### src/rtl/system_bd_gpio_in_cond.sv
// -----------------------------------------------------------------------------
// system_bd_gpio_in_cond
//   Input conditioning in front of the system GPIO PIO. Each raw board input is
//   synchronised, optionally debounced, and qualified rising/falling edges are
//   latched into sticky capture bits that feed the PIO in_port, so the PIO's
//   level IRQ fires on latched events.
//
//   Build option: define GPIO_IN_DEBOUNCE_EN to include the per-bit debounce
//   counters. When it is undefined, the debounced level simply follows the
//   synchroniser output every cycle, and DEBOUNCE_CYCLES/CNT_W are unused.
//
//   Ports:
//     clk, reset_n      clock, asynchronous active-low reset
//     gpio_raw          asynchronous board inputs
//     address, chipselect, write_n, writedata
//                       Avalon-MM slave: 0 level (RO), 1 capture (W1C),
//                       2 rise_en (RW), 3 fall_en (RW)
//     readdata          registered read data, 1-cycle latency
//     cond_out          sticky edge-capture bits (to PIO in_port)
//     level_out         debounced level
// -----------------------------------------------------------------------------
module system_bd_gpio_in_cond #(
  parameter int unsigned WIDTH           = 32,
  parameter int unsigned DEBOUNCE_CYCLES = 16,
  parameter int unsigned CNT_W           = 5
) (
  input  logic             clk,
  input  logic             reset_n,
  input  logic [WIDTH-1:0] gpio_raw,
  input  logic [1:0]       address,
  input  logic             chipselect,
  input  logic             write_n,
  input  logic [31:0]      writedata,
  output logic [31:0]      readdata,
  output logic [WIDTH-1:0] cond_out,
  output logic [WIDTH-1:0] level_out
);

  // Reject impossible configurations at elaboration.
  if (WIDTH < 1 || WIDTH > 32 || DEBOUNCE_CYCLES < 2 ||
      (64'd1 << CNT_W) <= 64'(DEBOUNCE_CYCLES)) begin : g_bad_cfg
    $error("system_bd_gpio_in_cond: invalid WIDTH/DEBOUNCE_CYCLES/CNT_W");
  end

  logic [WIDTH-1:0] r_sync1;
  logic [WIDTH-1:0] r_sync2;
  logic [WIDTH-1:0] r_stable;
  logic [WIDTH-1:0] r_cap;
  logic [WIDTH-1:0] r_rise_en;
  logic [WIDTH-1:0] r_fall_en;

  logic [WIDTH-1:0] w_stable_next;
  logic [WIDTH-1:0] w_rise;
  logic [WIDTH-1:0] w_fall;
  logic [WIDTH-1:0] w_clr;
  logic [WIDTH-1:0] w_cap_next;
  logic             w_wr;
  logic [31:0]      w_rd;

  // Two-flop synchroniser, nothing between the stages.
  always_ff @(posedge clk or negedge reset_n) begin
    if (!reset_n) begin
      r_sync1 <= '0;
      r_sync2 <= '0;
    end else begin
      r_sync1 <= gpio_raw;
      r_sync2 <= r_sync1;
    end
  end

`ifdef GPIO_IN_DEBOUNCE_EN
  localparam logic [CNT_W-1:0] CNT_LAST = CNT_W'(DEBOUNCE_CYCLES - 1);

  logic [WIDTH-1:0][CNT_W-1:0] r_cnt;
  logic [WIDTH-1:0][CNT_W-1:0] w_cnt_next;

  // A bit's level is accepted only after it has disagreed with the stable
  // value for DEBOUNCE_CYCLES consecutive cycles; any agreement restarts.
  always_comb begin
    w_stable_next = r_stable;
    w_cnt_next    = '0;
    for (int unsigned i = 0; i < WIDTH; i++) begin
      if (r_sync2[i] != r_stable[i]) begin
        if (r_cnt[i] == CNT_LAST) begin
          w_stable_next[i] = r_sync2[i];
        end else begin
          w_cnt_next[i] = r_cnt[i] + 1'b1;
        end
      end
    end
  end

  always_ff @(posedge clk or negedge reset_n) begin
    if (!reset_n) begin
      r_cnt <= '0;
    end else begin
      r_cnt <= w_cnt_next;
    end
  end
`else
  always_comb begin
    w_stable_next = r_sync2;
  end
`endif

  // Edges are judged on the same clock that moves the stable level.
  assign w_rise = w_stable_next & ~r_stable;
  assign w_fall = ~w_stable_next & r_stable;
  assign w_wr   = chipselect & ~write_n;
  assign w_clr  = (w_wr && address == 2'd1) ? writedata[WIDTH-1:0] : '0;

  // The set terms are OR-ed after the clear, so a new edge beats a
  // simultaneous W1C of the same bit.
  assign w_cap_next = (r_cap & ~w_clr) | (w_rise & r_rise_en) | (w_fall & r_fall_en);

  always_comb begin
    w_rd = '0;
    unique case (address)
      2'd0:    w_rd[WIDTH-1:0] = r_stable;
      2'd1:    w_rd[WIDTH-1:0] = r_cap;
      2'd2:    w_rd[WIDTH-1:0] = r_rise_en;
      default: w_rd[WIDTH-1:0] = r_fall_en;
    endcase
  end

  always_ff @(posedge clk or negedge reset_n) begin
    if (!reset_n) begin
      r_stable  <= '0;
      r_cap     <= '0;
      r_rise_en <= '0;
      r_fall_en <= '0;
      readdata  <= '0;
    end else begin
      r_stable <= w_stable_next;
      r_cap    <= w_cap_next;
      readdata <= w_rd;
      if (w_wr && address == 2'd2) r_rise_en <= writedata[WIDTH-1:0];
      if (w_wr && address == 2'd3) r_fall_en <= writedata[WIDTH-1:0];
    end
  end

  assign cond_out  = r_cap;
  assign level_out = r_stable;

endmodule

### config.mk
export PLATFORM = sky130hd
export DESIGN_NAME = system_bd_gpio_in_cond
export DESIGN_NICKNAME = d
export VERILOG_FILES = /design/src/rtl/system_bd_gpio_in_cond.sv
export SDC_FILE = /design/constraint.sdc
export NUM_CORES = 1
export LEC_CHECK = 0
export BUFFER_PORTS_ARGS = -buffer_cell sky130_fd_sc_hd__buf_2
export CORE_ASPECT_RATIO = 1.5
export CORE_MARGIN = 3
export CORE_UTILIZATION = 48
export CTS_BUF_LIST = sky130_fd_sc_hd__clkbuf_4 sky130_fd_sc_hd__clkbuf_8 sky130_fd_sc_hd__clkbuf_16
export CTS_CLUSTER_DIAMETER = 40
export DETAILED_ROUTE_END_ITERATION = 12
export PLACE_DENSITY_LB_ADDON = 0.1
export SLEW_MARGIN = 20
export SYNTH_ARGS = -nofsm -noshare
export SYNTH_HDL_FRONTEND = slang
export SYNTH_SLANG_ARGS = --single-unit
export TNS_END_PERCENT = 10
### constraint.sdc
create_clock -name clk -period 1.5 [get_ports clk]
set_clock_uncertainty 0.15 [all_clocks]
set_input_delay 0.45 -clock clk [delete_from_list [all_inputs] [get_ports clk]]
set_output_delay 0.45 -clock clk [all_outputs]
set_load 0.01 [all_outputs]
==> flow_summary.json <==
{
  "run_status": "complete, but fails checks",
  "violated_checks": "negative setup slack",
  "timing.hold.worst_endpoint": "r_rise_en[31]$_DFFE_PN0P_",
  "critPathMaxFanout": 4,
  "reg2reg_depth": 3,
  "ff2ff_setup_slack_ns": 0.14,
  "critPathKind": "flip-flop to output pin",
  "ys.warnings.count": 0,
  "synth_sequential_area_ratio": 0.6903,
  "tightestPinTransition_ns": 0.3062,
  "max-cap-violations": 0,
  "synth_area_per_cell_um2": 15.15,
  "die_area_um2": 18550,
  "grt_pass1_wl_um": 30200,
  "leakage_power_figure_nw": 5.022,
  "finalHoldViolCount": 0,
  "vias": 5325,
  "max-slew-margin-rel": 0.7959,
  "gr-total-overflow": 0,
  "asyncSetResetFlopFracSynth": 1.000,
  "clock_sinks": 224,
  "synth_top_cells_by_area": "sky130_fd_sc_hd__dfrtp_1 69%, sky130_fd_sc_hd__mux4_2 8.9%, sky130_fd_sc_hd__mux2_4 5.5%, sky130_fd_sc_hd__o21ai_0 3.1%, sky130_fd_sc_hd__nand2_1 3.0%",
  "timing.critical_path.slowest_cell_delay_ns": 0.41,
  "final.period_utilization": 1.121,
  "postLayoutCellArea_um2": 10960,
  "critical_path_cell_count": 1,
  "core_um2": 16400,
  "power.ir.vdd_worst_uv": 1259,
  "floorplan.die.height_um": 165.3,
  "cp_cell_sequence": "buf_2",
  "rr_endpoint": "readdata[11]$_DFF_PN0_",
  "path_delay_family": "flip-flops",
  "total_power_mw": 16.25,
  "netlist.top_cell.by_area": "sky130_fd_sc_hd__dfrtp_1",
  "final.setup.worst_slack_ns": -0.1811,
  "place.port_buffers": 165,
  "routed_wl_um": 18750,
  "multiInputGateArea_um2": 2287,
  "worstSetupEndpointType": "output pin",
  "clk_latency_ns": 0.51,
  "min_path_cells": 2,
  "grt_antenna_before_repair": 1,
  "sequential_cell_area_um2": 5605,
  "root_buffer": "sky130_fd_sc_hd__clkbuf_16",
  "critical_path.slowest_cell": "sky130_fd_sc_hd__dfrtp_1",
  "ys_seq_elements": 224,
  "die_width_um": 112.2,
  "post-route-min-period_ns": 1.681,
  "area.growth.synth_to_final_pct": 34.96,
  "place_congestion": 0.7858,
  "first_global_vias": 5848,
  "syn-instance-count": 536,
  "synth_edf_count": 0,
  "count_of_fill_cells_added_during_filler_insertion": 1201,
  "pre_cts_slack_ns": -0.2766,
  "maximum_number_of_pins_on_one_net_before_global_route_repair": 58,
  "synth.lib_cells_used.distinct": 17,
  "cts.htree.levels": 1,
  "timing.critical_path.buf_inv": 1,
  "syn_nets": 606,
  "dr.first_iter.drc_count": 226,
  "worstHoldPathType": "primary input to flip-flop",
  "powerDensity_nw_per_um2": 1483,
  "nNetsFinal": 852,
  "setup_repair_after_global_routing_missed_its_margin": "yes",
  "route.detailed.drc": 0,
  "clkSlewWorstSetupHoldPaths_ns": 0.06,
  "min_from": "writedata[31]",
  "fmaxAchievable_mhz": 594.8,
  "via_density_per_instance": 5.283,
  "clk_path_buf_depth": 3,
  "floorplan.rows": 57,
  "worstReg2RegStart": "cond_out[11]$_DFF_PN0_",
  "grt_use_total": 0.2050,
  "cts_buffers": 26,
  "dp.final_hpwl_um": 12330,
  "routedWlPerCell_um": 18.60,
  "placement_stage_cell_area_um2": 9452,
  "ant_nets": 0,
  "critical_path.startpoint_type": "flip-flop",
  "design.portCount": 166,
  "drt_first_pass_iters": 6,
  "top_flip_flop_cell_by_instance_count_after_synthesis": "sky130_fd_sc_hd__dfrtp_1",
  "setup_violations": 96,
  "antenna_cells": 0,
  "cp_data_required_time_ns": 0.90,
  "tritoncts_clock_tree": "done",
  "initial_standard_cell_utilization_of_the_core": 0.4950,
  "mappedNetlistArea_um2": 8120,
  "post-synth-top-area-fraction": 0.6903,
  "layout-drive-gt1-share": 0.4002,
  "cp_data_arrival_time_ns": 1.08,
  "report.final.slew_viol_count": 0
}
## flip-flops by register name, indices dropped and copies added, names as in the netlist
signal and count:
r_sync1 32, readdata 32, r_sync2 32, r_rise_en 32, r_fall_en 32, cond_out 32, level_out 32
## routing by layer
metal | part of all wire | GRT usage | up-vias
met5 | 0.00069 | 0 | -
met4 | 0.022 | 0.06124 | 2
met3 | 0.056 | 0.04120 | 41
met2 | 0.52 | 0.3616 | 156
met1 | 0.40 | 0.2574 | 2737
li1 | - | - | 2389
## synthesized netlist by cell type, types with 4 or more instances
cell	count
sky130_fd_sc_hd__buf_2	4
sky130_fd_sc_hd__buf_6	4
sky130_fd_sc_hd__clkbuf_1	11
sky130_fd_sc_hd__dfrtp_1	224
sky130_fd_sc_hd__inv_1	32
sky130_fd_sc_hd__mux2_4	30
sky130_fd_sc_hd__mux4_2	32
sky130_fd_sc_hd__nand2_1	64
sky130_fd_sc_hd__nand3b_1	32
sky130_fd_sc_hd__o211ai_1	32
sky130_fd_sc_hd__o21ai_0	50
sky130_fd_sc_hd__o21ai_1	14
## through the flow
step	hold WS (ns)	std cells	util	TNS [ns]
6_report	0.03026	1008	0.6681	-13.56
5_1_grt	0.02639	1008	0.6681	-17.03
3_3_place_gp	0.1738	907	0.5762	-19.39
3_5_place_dp	0.1759	907	0.5762	-21.54
2_1_floorplan	0.004409	536	-	-9.345
4_1_cts	0.01605	998	0.6613	-15.80
## kinds of logic (layout without fill, tap and decap cells)
logic type | Yosys count | in the layout | synth area share
buf+inv | 53 | 319 | 0.02974
mux | 64 | 64 | 0.1470
simple gates | 99 | 99 | 0.06394
flops | 224 | 224 | 0.6903
compound gates | 96 | 96 | 0.06903
## report_power, final
group          internal [mW]  leakage (nW)  switching, mW
Clock                   4.20         0.468           2.45
Sequential              6.85          2.59          0.565
Combinational           1.24          1.96          0.952
Total                   12.3          5.02           3.96
## layout make-up
type	count	share of cell area
flip-flops and latches	224	0.5115
multi-input cells	259	0.2087
repair buffers	239	0.1596
clock buffers	36	0.07181
well taps	206	0.02352
clock inverters	12	0.01393
inverters	32	0.01096
## timing repair
| item | CTS | global route |
|---|---|---|
| endpoints found under the hold margin | 247 | 0 |
| hold buffers | 33 | 0 |
| resized for setup | 10 | 6 |
| pin swaps | 0 | 0 |
| endpoints found under the setup margin | 96 | 96 |
| setup buffers | 10 | 10 |
## worst reg2reg max path, stage by stage, from the launching register on
cell                      delay, ns
sky130_fd_sc_hd__dfrtp_1       0.39
sky130_fd_sc_hd__buf_4         0.14
sky130_fd_sc_hd__buf_4         0.12
sky130_fd_sc_hd__mux4_2        0.43
## worst max-delay path by stage
stage,start,end,slack (ns)
after floorplan,address[0],r_rise_en[10]$_DFFE_PN0P_,-0.17
after global placement,address[0],r_rise_en[0]$_DFFE_PN0P_,-0.26
after detailed placement,address[0],r_rise_en[0]$_DFFE_PN0P_,-0.28
after CTS,cond_out[30]$_DFF_PN0_,cond_out[30],-0.20
after global routing,level_out[7]$_DFF_PN0_,level_out[7],-0.23
final,level_out[22]$_DFF_PN0_,level_out[22],-0.18
## cell usage in the layout (no fill, tap or decap), drive strengths merged
cell	Yosys	layout
and4bb	1	1
buf	10	206
bufinv	0	3
clkbuf	11	36
clkinv	0	5
clkinvlp	0	1
dfrtp	224	224
dlygate4sd3	0	33
inv	32	35
mux2	32	32
mux4	32	32
nand2	64	64
nand3b	32	32
nand4b	1	1
nand4bb	1	1
o211ai	32	32
o21ai	64	64
No activity file was read; power rests on OpenSTA's default activity.
